<file path="src/rtl/gb_hram_intc.sv">
// rtl/gb_hram_intc.sv - Game Boy high-page responder: IF, IE and HRAM
//
// Purpose:
//    Serves the Interrupt Flag register (0xFF0F), High RAM (0xFF80-0xFFFE)
//    and the Interrupt Enable register (0xFFFF) on the CPU bus. Rising edges
//    on the peripheral irq lines set IF bits. The CPU acknowledge clears the
//    lowest-indexed pending IF bit.
//
// Ports:
//    clk                  in   1   machine clock, shared with the CPU
//    reset                in   1   synchronous active-high reset
//    cpu_addr             in   16  CPU address bus
//    cpu_data_wr          in   8   CPU write data
//    cpu_wren             in   1   write strobe for this cycle
//    irq                  in   5   request levels (VBlank, STAT, Timer, Serial, Joypad)
//    clear_interrupt_flag in   1   CPU interrupt acknowledge
//    cpu_data_rd          out  8   combinational read data (0xFF when not hit)
//    hit                  out  1   cpu_addr decodes to this block
//    reg_IF               out  8   registered {3'b000, IF}
//    reg_IE               out  8   registered IE

module gb_hram_intc #(
   parameter int NUM_IRQ = 5
) (
   input  logic                clk,
   input  logic                reset,
   input  logic [15:0]         cpu_addr,
   input  logic [7:0]          cpu_data_wr,
   input  logic                cpu_wren,
   input  logic [NUM_IRQ-1:0]  irq,
   input  logic                clear_interrupt_flag,
   output logic [7:0]          cpu_data_rd,
   output logic                hit,
   output logic [7:0]          reg_IF,
   output logic [7:0]          reg_IE
);

   logic [NUM_IRQ-1:0] if_q;
   logic [NUM_IRQ-1:0] if_next;
   logic [NUM_IRQ-1:0] irq_prev;
   logic [NUM_IRQ-1:0] irq_edge;
   logic [NUM_IRQ-1:0] if_lowest;
   logic [7:0]         ie_q;

   // Entry 127 maps to 0xFFFF (IE) and is never written or read.
   logic [7:0]         hram [0:127];

   logic sel_if;
   logic sel_ie;
   logic sel_hram;

   assign sel_if   = (cpu_addr == 16'hFF0F);
   assign sel_ie   = (cpu_addr == 16'hFFFF);
   assign sel_hram = (cpu_addr[15:7] == 9'h1FF) && (cpu_addr[6:0] != 7'h7F);
   assign hit      = sel_if | sel_ie | sel_hram;

   always_comb begin
      cpu_data_rd = 8'hFF;
      if (sel_if)
         cpu_data_rd = {{(8 - NUM_IRQ){1'b1}}, if_q};
      else if (sel_ie)
         cpu_data_rd = ie_q;
      else if (sel_hram)
         cpu_data_rd = hram[cpu_addr[6:0]];
   end

   assign irq_edge  = irq & ~irq_prev;
   // Two's-complement trick isolates the lowest set bit of IF.
   assign if_lowest = if_q & (~if_q + 1'b1);

   // Acknowledge first, a CPU write then replaces the result, and new edges
   // are ORed in last so a fresh request is never lost.
   always_comb begin
      if_next = if_q;
      if (clear_interrupt_flag)
         if_next = if_q & ~if_lowest;
      if (cpu_wren && sel_if)
         if_next = cpu_data_wr[NUM_IRQ-1:0];
      if_next = if_next | irq_edge;
   end

   always_ff @(posedge clk) begin
      if (reset) begin
         if_q     <= '0;
         ie_q     <= 8'h00;
         // Loading the live level means a line already high at release is not an edge.
         irq_prev <= irq;
      end else begin
         if_q     <= if_next;
         irq_prev <= irq;
         if (cpu_wren && sel_ie)
            ie_q <= cpu_data_wr;
      end
   end

   // HRAM has no reset; a write coinciding with reset is still discarded.
   always_ff @(posedge clk) begin
      if (!reset && cpu_wren && sel_hram)
         hram[cpu_addr[6:0]] <= cpu_data_wr;
   end

   assign reg_IF = {{(8 - NUM_IRQ){1'b0}}, if_q};
   assign reg_IE = ie_q;

endmodule

</file>
<file path="config.mk">
export PLATFORM = sky130hd
export DESIGN_NAME = gb_hram_intc
export DESIGN_NICKNAME = d
export VERILOG_FILES = /design/src/rtl/gb_hram_intc.sv
export SDC_FILE = /design/constraint.sdc
export NUM_CORES = 1
export LEC_CHECK = 0
export ABC_AREA = 1
export BUFFER_PORTS_ARGS = -buffer_cell sky130_fd_sc_hd__buf_2
export CAP_MARGIN = 10
export CORE_ASPECT_RATIO = 0.8
export CORE_MARGIN = 2
export CORE_UTILIZATION = 50
export CTS_CLUSTER_SIZE = 16
export DETAILED_ROUTE_END_ITERATION = 8
export HOLD_SLACK_MARGIN = 0.08
export PLACE_DENSITY = 0.7
export SLEW_MARGIN = 10
export SYNTH_ARGS = -nofsm -noshare
export SYNTH_HDL_FRONTEND = slang
export SYNTH_SLANG_ARGS = --single-unit
</file>
<file path="constraint.sdc">
create_clock -name clk -period 2.71 [get_ports clk]
set_clock_uncertainty 0.2 [all_clocks]
set_input_delay 0 -clock clk [delete_from_list [all_inputs] [get_ports clk]]
set_output_delay 0 -clock clk [all_outputs]
set_load 0.01 [all_outputs]
</file>
==> impl_metrics.env <==
export IMPL_status="finished, violations left"
export IMPL_violations="setup timing"
export IMPL_yosysSeqAreaShare=0.721
export IMPL_dieArea_um2=88600
export IMPL_synth_seq_cells=1042
export IMPL_fillerInstances=6870
export IMPL_fmax_ghz=0.361
export IMPL_leakage_nw=18.9
export IMPL_grt_pass1_vias=28200
export IMPL_firstDrtPassIters=6
export IMPL_setup_viol=4
export IMPL_end_kind="primary output"
export IMPL_area_delta_synth_final_pct=15.0
export IMPL_final_max_slew_viol_count=0
export IMPL_synth_compound_area_share=0.0417
export IMPL_p_per_area_nw_per_um2=679
export IMPL_worstPathRequired_ps=2510
export IMPL_grt_pass1_wl_mm=175
export IMPL_post_route_period_util=1.02
export IMPL_core_area_um2=85600
export IMPL_synthMuxAreaShare=0
export IMPL_antenna_found_initial=0
export IMPL_period_minus_slack_ps=2770
export IMPL_io_buffers=54
export IMPL_syn_area_um2=43100
export IMPL_drtIter0Drc=4432
export IMPL_worstSetupPathType="reg2out"
export IMPL_power_mw=33.7
export IMPL_ant_nets=0
export IMPL_synth_xor_area_frac=0
export IMPL_yosysTopAreaCell="edfxtp_1"
export IMPL_fp_dieW_um=332
export IMPL_final_hold_viol_count=0
export IMPL_synth_edf_count=1024
export IMPL_final_instance_count_excl_fill=5326
export IMPL_cts_tree="yes"
export IMPL_synth_top_family_by_area="simple AND/OR/NAND/NOR gates"
export IMPL_yosys_top_cells_area="edfxtp_1, nand2_1, nor2_1"
export IMPL_vias=29700
export IMPL_hold_class="in2reg"
export IMPL_htreeDepth=3
export IMPL_insertion_delay_ps=660
export IMPL_io_pins=58
export IMPL_hpwl_mm=73.0
export IMPL_clk_path_buf_depth=3
export IMPL_routed_wl_mm=118
export IMPL_dp_cells=5119
export IMPL_start_util=0.504
export IMPL_worstMarginPinSlew_ps=1130
export IMPL_critPathArrivalTime_ps=2570
export IMPL_n_antenna_cell=0
export IMPL_drv_cap=0
export IMPL_cp_start_kind="register"
export IMPL_rows=96
export IMPL_via_per_inst=5.58
export IMPL_layout_nets=4154
export IMPL_syn_area_per_cell_um2=10.8
export IMPL_layout_drive_gt1_share=0.128
export IMPL_crit_fanout=1
export IMPL_synth_cell_type_count=33
export IMPL_ctsRootBufferMaster="clkbuf_16"
export IMPL_drcViolationCount=0
export IMPL_synthDominantCellAreaShare=0.713
export IMPL_yosys_warnings=0
export IMPL_cts_sinks=1042
export IMPL_fin_ws_ps=-59.3
export IMPL_gp_congestion=0.915
export IMPL_synthSimpleGateAreaFrac=0.206
export IMPL_irDropWorstVdd_v=0.000466
export IMPL_fp_dieH_um=267
export IMPL_overflow=0
export IMPL_clkTransAtPathRegs_ps=60
export IMPL_rsz0062_at_grt="true"
export IMPL_synthArstFlopShare=0
export IMPL_cts_buffers=99
export IMPL_synth_flop_cell="edfxtp_1"
export IMPL_wl_per_cell_um=22.1
export IMPL_synthCells=3982
export IMPL_slew_headroom=0.245
export IMPL_grt_max_degree=144
export IMPL_grt_usage=0.264
export IMPL_synthAdderAreaFrac=0
==> cell usage in the layout, fill, tap and decap left out, types with 4 or more instances in the layout <==
cell type,synthesis,final
nand2_1,1730,1667
edfxtp_1,1024,1024
nor2_1,448,395
o21ai_0,152,130
buf_4,3,117
inv_1,106,105
clkbuf_16,0,100
a21oi_1,96,92
nand2_2,2,58
nor2_2,6,47
o211ai_1,46,46
buf_2,101,42
buf_12,0,36
nand3_1,45,29
dlygate4sd3_1,0,28
o21ai_1,8,26
or2_2,40,23
clkinv_1,5,20
clkbuf_1,74,20
dfxtp_1,18,18
or2_4,0,17
clkinv_2,0,17
nand3_2,0,14
nor2_4,1,13
nand4_1,12,12
conb_1,1,11
bufinv_16,0,11
o22ai_1,10,10
a22oi_1,8,8
nand2_4,0,7
nand3b_1,7,7
clkinvlp_4,0,6
o221ai_1,5,5
nor3_1,4,4
o21ai_2,0,4
==> synthesized netlist by cell type, types with 10 or more instances <==
cell type,n
a21oi_1,96
buf_1,20
buf_2,101
clkbuf_1,74
dfxtp_1,18
edfxtp_1,1024
inv_1,106
nand2_1,1730
nand3_1,45
nand4_1,12
nor2_1,448
o211ai_1,46
o21ai_0,152
o22ai_1,10
or2_2,40
==> sequential cells by signal, summed over array words and instances (netlist names) <==
register,flops
hram,1024
reg_IE,8
if_q,5
irq_prev,5
==> layout make-up <==
cell class	count	area, um^2	share of cell area
multi-input combinational	2637	11300	0.228
timing repair buffer	227	2140	0.0431
tap	1127	1410	0.0284
clock inverter	57	602	0.0121
sequential	1042	31100	0.627
inverter	114	442	0.00890
clock buffer	122	2610	0.0525
==> logic make-up (layout without fill, tap and decap cells) <==
family / Yosys count / in the layout
other: 1 / 11
flip-flops: 1042 / 1042
buffers and inverters: 313 / 520
AO/OA/AOI/OAI: 326 / 326
AND/OR/NAND/NOR: 2300 / 2300
==> metal layers <==
layer  routed length (um)  part of all wire  GRT usage  vias up
li1                     -                 -          -    13600
met1                48200              0.41      0.390    14200
met2                51000              0.43      0.390     1788
met3                15100              0.13     0.0615      227
met4                 3320             0.028     0.0828        0
met5                    0                 0          0        -
==> worst paths after layout <==
kind	end	slack [ps]	cells past startpoint	from
hold reg to reg	if_q[0]$_SDFF_PP0_	360	3	irq_prev[0]$_DFF_P_
hold / removal	hram[109][6]$_DFFE_PP_	120	2	cpu_data_wr[6]
setup reg to reg	if_q[1]$_SDFF_PP0_	550	6	if_q[0]$_SDFF_PP0_
setup / recovery	cpu_data_rd[2]	-60	12	hram[52][2]$_DFFE_PP_
==> through the flow <==
stage	setup TNS [ps]	util	worst slack, ps	instance area [um^2]	hold slack (ps)
2_1_floorplan	0	-	429	43200	-172
3_3_place_gp	-21770	0.532	-245	45600	-82.1
3_5_place_dp	-27480	0.532	-292	45600	-78.4
4_1_cts	-109	0.576	-41.7	49400	94.7
5_1_grt	-760	0.579	-130	49600	117
6_report	-128	0.579	-59.3	49600	122
==> report_power, final <==
| group | leakage [nW] | internal, mW | switching [mW] |
|---|---|---|---|
| clock network | 1.56 | 7.89 | 5.96 |
| registers | 9.35 | 17.7 | 0.00811 |
| logic | 8.03 | 0.578 | 1.56 |
| total | 18.9 | 26.2 | 7.53 |
==> worst max-delay path: stages (launching register included) <==
cell and delay, ps:
edfxtp_1 350, or2_4 230, o211ai_1 130, nand2_1 170, nor2_1 120, nor2_1 50
nor2_1 130, nand2_2 140, a21oi_2 180, nand2_2 120, nand2_2 90, nand2_1 40
buf_2 130
==> repair_timing <==
item,CTS,global route
gates resized for setup,109,90
cloned,0,0
hold buffers,28,0
endpoints found under the hold margin,1042,0
buffers inserted,0,2
endpoints found under the setup margin,8,10
pin swaps,74,75
Note: power is estimated with default switching activity, not from simulation.
